==> src/rtl/nice_gemm_pkg.sv <==
// Shared types and decode helper for the NICE GEMM command front end.
package nice_gemm_pkg;

  localparam logic [6:0] OPC_CUSTOM1 = 7'b0101011;
  localparam logic [2:0] F3_CFG      = 3'b011;
  localparam logic [2:0] F3_START    = 3'b010;
  localparam logic [2:0] F3_STAT     = 3'b100;
  localparam int         SLOT_W      = 3;

  typedef enum logic [1:0] {
    S_IDLE    = 2'd0,
    S_CFG_RSP = 2'd1,
    S_RUN     = 2'd2,
    S_RUN_RSP = 2'd3
  } state_e;

  typedef enum logic [1:0] {
    K_ILL   = 2'd0,
    K_CFG   = 2'd1,
    K_START = 2'd2,
    K_STAT  = 2'd3
  } cmd_kind_e;

  typedef struct packed {
    cmd_kind_e         kind;
    logic [SLOT_W-1:0] slot;
  } dec_t;

  // Only an exact one-hot funct7 below num_cfg selects a slot; anything else is illegal.
  function automatic dec_t decode(input logic [31:0] instr, input int num_cfg, input int start_bit);
    dec_t       d;
    logic [6:0] opc;
    logic [2:0] f3;
    logic [6:0] f7;
    opc    = instr[6:0];
    f3     = instr[14:12];
    f7     = instr[31:25];
    d.kind = K_ILL;
    d.slot = '0;
    if (opc == OPC_CUSTOM1) begin
      case (f3)
        F3_CFG: begin
          for (int i = 0; i < 7; i++) begin
            if (i < num_cfg && f7 == 7'(1 << i)) begin
              d.kind = K_CFG;
              d.slot = SLOT_W'(i);
            end
          end
        end
        F3_START: if (f7 == 7'(1 << start_bit)) d.kind = K_START;
        F3_STAT:  d.kind = K_STAT;
        default:  d.kind = K_ILL;
      endcase
    end
    return d;
  endfunction

endpackage

==> src/rtl/nice_gemm_cfg_bank.sv <==
// Bank of NUM_CFG {rs2,rs1} configuration slots, written one at a time by index.
module nice_gemm_cfg_bank
  import nice_gemm_pkg::*;
#(
  parameter int XLEN    = 32,
  parameter int NUM_CFG = 6
) (
  input  logic                      clk_i,
  input  logic                      rst_ni,
  input  logic                      we_i,
  input  logic [SLOT_W-1:0]         idx_i,
  input  logic [2*XLEN-1:0]         wdata_i,
  output logic [NUM_CFG*2*XLEN-1:0] cfg_o
);

  genvar gi;
  generate
    for (gi = 0; gi < NUM_CFG; gi++) begin : g_slot
      logic [2*XLEN-1:0] slot_q;

      always_ff @(posedge clk_i or negedge rst_ni) begin
        if (!rst_ni) begin
          slot_q <= '0;
        end else if (we_i && idx_i == SLOT_W'(gi)) begin
          slot_q <= wdata_i;
        end
      end

      assign cfg_o[gi*2*XLEN +: 2*XLEN] = slot_q;
    end
  endgenerate

endmodule

==> src/rtl/nice_gemm_cmd_ctrl.sv <==
// NICE custom-1 command controller: config slots, engine launch, cycle-count response.
// Optional watchdog enabled by defining GEMM_CMD_TIMEOUT_EN.
module nice_gemm_cmd_ctrl
  import nice_gemm_pkg::*;
#(
  parameter int XLEN        = 32,
  parameter int NUM_CFG     = 6,
  parameter int START_BIT   = 6,
  parameter int TIMEOUT_CYC = 65535
) (
  input  logic                      nice_clk,
  input  logic                      nice_rst_n,
  input  logic                      nice_req_valid,
  output logic                      nice_req_ready,
  input  logic [31:0]               nice_req_instr,
  input  logic [XLEN-1:0]           nice_req_rs1,
  input  logic [XLEN-1:0]           nice_req_rs2,
  output logic                      nice_rsp_1cyc_type,
  output logic                      nice_rsp_multicyc_valid,
  input  logic                      nice_rsp_multicyc_ready,
  output logic [XLEN-1:0]           nice_rsp_multicyc_dat,
  output logic                      nice_rsp_multicyc_err,
  output logic                      nice_mem_holdup,
  output logic [NUM_CFG*2*XLEN-1:0] eng_cfg,
  output logic                      eng_start,
  input  logic                      eng_done,
  input  logic                      eng_err
);

`ifdef GEMM_CMD_TIMEOUT_EN
  localparam bit WDOG_EN = 1'b1;
`else
  localparam bit WDOG_EN = 1'b0;
`endif
  localparam logic [XLEN-1:0] TO_LIMIT = XLEN'(TIMEOUT_CYC);

  state_e            state_q, state_d;
  logic [XLEN-1:0]   cnt_q, cnt_d;
  logic [XLEN-1:0]   last_cnt_q, last_cnt_d;
  logic [XLEN-1:0]   rsp_dat_q, rsp_dat_d;
  logic              rsp_err_q, rsp_err_d;
  logic              sticky_q, sticky_d;
  logic              stat_rsp_q, stat_rsp_d;
  logic              start_q, start_d;
  logic              cfg_we;
  dec_t              dec;

  assign dec = decode(nice_req_instr, NUM_CFG, START_BIT);

  nice_gemm_cfg_bank #(
    .XLEN    (XLEN),
    .NUM_CFG (NUM_CFG)
  ) u_cfg_bank (
    .clk_i   (nice_clk),
    .rst_ni  (nice_rst_n),
    .we_i    (cfg_we),
    .idx_i   (dec.slot),
    .wdata_i ({nice_req_rs2, nice_req_rs1}),
    .cfg_o   (eng_cfg)
  );

  always_comb begin
    state_d    = state_q;
    cnt_d      = cnt_q;
    last_cnt_d = last_cnt_q;
    rsp_dat_d  = rsp_dat_q;
    rsp_err_d  = rsp_err_q;
    sticky_d   = sticky_q;
    stat_rsp_d = stat_rsp_q;
    start_d    = 1'b0;
    cfg_we     = 1'b0;
    case (state_q)
      S_IDLE: begin
        if (nice_req_valid) begin
          stat_rsp_d = 1'b0;
          rsp_dat_d  = '0;
          rsp_err_d  = 1'b0;
          state_d    = S_CFG_RSP;
          case (dec.kind)
            K_CFG:   cfg_we = 1'b1;
            K_START: begin
              start_d = 1'b1;
              cnt_d   = '0;
              state_d = S_RUN;
            end
            K_STAT: begin
              rsp_dat_d  = last_cnt_q;
              rsp_err_d  = sticky_q;
              stat_rsp_d = 1'b1;
            end
            default: rsp_err_d = 1'b1;
          endcase
        end
      end
      S_CFG_RSP: begin
        if (nice_rsp_multicyc_ready) begin
          state_d = S_IDLE;
          if (stat_rsp_q) sticky_d = 1'b0;
        end
      end
      S_RUN: begin
        if (cnt_q != '1) cnt_d = cnt_q + 1'b1;
        // A done coincident with the launch pulse is stale from a previous run.
        if (eng_done && !start_q) begin
          rsp_dat_d  = cnt_q;
          rsp_err_d  = eng_err;
          last_cnt_d = cnt_q;
          if (eng_err) sticky_d = 1'b1;
          state_d = S_RUN_RSP;
        end else if (WDOG_EN && cnt_q == TO_LIMIT) begin
          rsp_dat_d = '1;
          rsp_err_d = 1'b1;
          sticky_d  = 1'b1;
          state_d   = S_RUN_RSP;
        end
      end
      S_RUN_RSP: begin
        if (nice_rsp_multicyc_ready) state_d = S_IDLE;
      end
      default: state_d = S_IDLE;
    endcase
  end

  always_ff @(posedge nice_clk or negedge nice_rst_n) begin
    if (!nice_rst_n) begin
      state_q    <= S_IDLE;
      cnt_q      <= '0;
      last_cnt_q <= '0;
      rsp_dat_q  <= '0;
      rsp_err_q  <= 1'b0;
      sticky_q   <= 1'b0;
      stat_rsp_q <= 1'b0;
      start_q    <= 1'b0;
    end else begin
      state_q    <= state_d;
      cnt_q      <= cnt_d;
      last_cnt_q <= last_cnt_d;
      rsp_dat_q  <= rsp_dat_d;
      rsp_err_q  <= rsp_err_d;
      sticky_q   <= sticky_d;
      stat_rsp_q <= stat_rsp_d;
      start_q    <= start_d;
    end
  end

  assign nice_req_ready          = (state_q == S_IDLE);
  assign nice_rsp_1cyc_type      = 1'b0;
  assign nice_rsp_multicyc_valid = (state_q == S_CFG_RSP) || (state_q == S_RUN_RSP);
  assign nice_rsp_multicyc_dat   = rsp_dat_q;
  assign nice_rsp_multicyc_err   = rsp_err_q;
  assign nice_mem_holdup         = (state_q == S_RUN);
  assign eng_start               = start_q;

endmodule
==> config.mk <==
export PLATFORM = sky130hd
export DESIGN_NAME = nice_gemm_cmd_ctrl
export DESIGN_NICKNAME = d
export VERILOG_FILES = /design/src/rtl/nice_gemm_pkg.sv /design/src/rtl/nice_gemm_cfg_bank.sv /design/src/rtl/nice_gemm_cmd_ctrl.sv
export SDC_FILE = /design/constraint.sdc
export NUM_CORES = 1
export LEC_CHECK = 0
export CELL_PAD_IN_SITES_DETAIL_PLACEMENT = 0
export CELL_PAD_IN_SITES_GLOBAL_PLACEMENT = 2
export CORE_MARGIN = 2
export CORE_UTILIZATION = 30
export DETAILED_ROUTE_END_ITERATION = 16
export PLACE_DENSITY_LB_ADDON = 0.1
export SYNTH_ARGS = -nofsm -noshare
export SYNTH_HDL_FRONTEND = slang
export SYNTH_SLANG_ARGS = --single-unit
export TNS_END_PERCENT = 50
==> constraint.sdc <==
create_clock -name nice_clk -period 1.88 [get_ports nice_clk]
set_input_delay 0.188 -clock nice_clk [delete_from_list [all_inputs] [get_ports nice_clk]]
set_output_delay 0.188 -clock nice_clk [all_outputs]
set_load 0.01 [all_outputs]
==> metrics.yaml <==
synth-edff-count: 0
async_flop_share_pct: 100
dieHeight_um: 259
numCtsBuffers: 56
path_max_fanout: 18
hp-class: "input port to asynchronous set/reset pin"
area_growth_pct: 56.8
ir_drop_mv: 0.651
grt_pass1_wl_um: 101000
pre_cts_ws_ns: -1.68
firstDrtPassIters: 4
die_area_mm2: 0.0671
cts_sinks: 486
synth_top_area_share_pct: 62.3
path_cells: "buf_6 > or4_4 > or3_4 > o22ai_2 > a32o_2 > ha_4 > nand3_4 > or3_4 > buf_4 > nor2_4 > buf_12 > buf_12 > mux2_2"
ant_nets: 0
netlist_area_mm2: 0.0195
cts_tree: "yes"
antenna_found_initial: 5
finalCriticalPeriod_ns: 2.54
p_leak_uw: 0.0145
layout-drive-gt1-share_pct: 36.7
synth-seq-area-share_pct: 62.3
setup_violations: 452
num_io_pins: 524
syn_area_per_cell_um2: 14.6
cp_data_arrival_time_ns: 3.03
clockBufferDepth: 3
post-route-period-util_pct: 135
fin_tns_setup_ns: -227.22
worstSetupEndpointType: "register"
finClkSkew_ns: 0.0144
wl_um: 70700
drv_slew: 0
clk_latency_ns: 0.60
cts_root_buf: "clkbuf_16"
avgViaCountPerCell: 4.71
synth_most_common_cell: "dfrtp_1"
core_mm2: 0.0643
yosys-top-cells-area: "dfrtp_1 (62%), mux2_2 (21%), mux2_4 (4.6%)"
syn_nets: 1445
post_drt_wl_per_cell_um: 24.0
grt_max_degree: 88
synth_seq_cells: 486
ys_warn_count: 0
globalRouteOverflowTotal: 0
grt_setup_unrepaired: "yes"
nNetsFinal: 2150
synthFlopType: "dfrtp_1"
synth_common_cells: "dfrtp_1 (486), mux2_2 (357), o21ai_0 (69), a21oi_1 (60), mux2_4 (60)"
syn_inst: 1338
path_class: "input port to register"
die_x_um: 259
hold_viol: 0
crit_path_start_kind: "input port"
critPathSlowestCell: "or4_4"
port_buffers: 507
drc: 0
path_clk_slew_ns: 0.06
status: "finished, violations left"
power_uw: 22400
place_inst: 2768
gp_congestion: 0.776
via_count: 13800
setup_slack_ns: -0.658
first_global_vias: 14400
cp.required_ns: 2.37
synth_cell_types: 49
track_usage_pct: 20.2
h-tree-depth: 2
drtIter0Drc: 489
max-cap-violations: 0
violations: "setup timing"
fmax_ghz: 0.394
pwr_density_cell_mw_per_mm2: 733
crit_path_max_incr_delay_ns: 0.57
initial_core_util_pct: 30.3
hpwl_um: 46200
final_cells: 2941
yosysTopAreaCell: "dfrtp_1"
rows: 93
==> timing repair <==
| item | 4_1_cts | 5_1_grt |
|---|---|---|
| pin swaps | 21 | 22 |
| endpoints found under the hold margin | 480 | 0 |
| cloned | 21 | 12 |
| setup endpoints to repair | 477 | 488 |
| setup buffers | 33 | 13 |
| hold buffers | 1 | 0 |
| resized for setup | 140 | 61 |
==> registers in the layout, summed over array words and instances, names as in the netlist <==
signal                    count
nice_rsp_multicyc_err         1
stat_rsp_q                    1
cnt_q                        32
eng_start                     1
state_q                       2
last_cnt_q                   32
nice_rsp_multicyc_dat        32
sticky_q                      1
u_cfg_bank.g_slot.slot_q    384
==> logic make-up (layout without fill, tap and decap cells) <==
logic type	Yosys count	in the layout	share of synthesized area, %
flip-flops	486	486	62.3
buffers and inverters	81	827	2.21
AND/OR/NAND/NOR	199	199	5.76
multiplexers	417	417	25.2
AO/OA/AOI/OAI	143	143	3.85
other	1	3	0.0192
adder cells (fa/ha/maj)	5	5	0.321
XOR/XNOR	6	6	0.269
==> placed cells by master (no fill, tap or decap), types with 45 or more instances in the layout <==
cell type,n
buf_12,45
nand2_1,51
clkbuf_16,67
buf_4,115
mux2_4,168
mux2_2,249
o21ai_0,69
a21oi_1,52
dfrtp_1,486
clkdlybuf4s50_1,492
==> layer usage <==
layer	wire (um)	GRT usage [%]	up-vias
li1	-	-	6218
met1	30000	25.9	7149
met2	33800	32.9	368
met3	4950	5.87	105
met4	1930	6.05	4
met5	28	0	-
==> layout make-up <==
class	instances	area, um^2
Inverter	8	32.5
Sequential cell	486	12200
Clock buffer	83	1630
Tap cell	855	1070
Timing Repair Buffer	720	7900
Antenna cell	2	5.00
Clock inverter	16	204
Multi-Input combinational cell	771	7580
Fill cell	5698	33800
==> stage by stage <==
stage / hold WS, ns / util [%] / instance area [um^2]
after floorplan: -0.108 / - / 19700
after global placement: 0.0703 / 41.8 / 26900
after global routing: 0.0448 / 47.5 / 30600
final: 0.0363 / 47.5 / 30600
after CTS: 0.00178 / 46.8 / 30100
after detailed placement: 0.0723 / 41.8 / 26900
==> critical path, delay by kind of cell <==
| kind | cells | cell delay, ns |
|---|---|---|
| buf+inv | 4 | 0.55 |
| fa+ha+maj | 1 | 0.14 |
| compound gates | 2 | 0.27 |
| mux | 1 | 0.36 |
| simple gates | 5 | 1.47 |
==> final timing paths <==
check | cells past startpoint | end | startpoint | slack (ns)
min | 2 | u_cfg_bank.g_slot[5].slot_q[19]$_DFFE_PN0P_ | nice_rst_n | 0.04
max | 13 | u_cfg_bank.g_slot[1].slot_q[61]$_DFFE_PN0P_ | nice_req_instr[28] | -0.66
min reg2reg | 2 | nice_rsp_multicyc_dat[25]$_DFFE_PN0P_ | nice_rsp_multicyc_dat[25]$_DFFE_PN0P_ | 0.48
max reg2reg | 9 | u_cfg_bank.g_slot[1].slot_q[61]$_DFFE_PN0P_ | state_q[1]$_DFFE_PN0P_ | -0.25
min in group nice_clk | 4 | state_q[0]$_DFFE_PN0P_ | nice_rsp_multicyc_ready | 0.27
max in group asynchronous | 3 | u_cfg_bank.g_slot[1].slot_q[8]$_DFFE_PN0P_ | nice_rst_n | 1.07
==> power breakdown <==
part	total [uW]	internal (uW)	switching [uW]
registers	10500	10500	12.4
logic	928	369	558
clock network	11000	6530	4470
No activity file was read; power rests on OpenSTA's default activity.
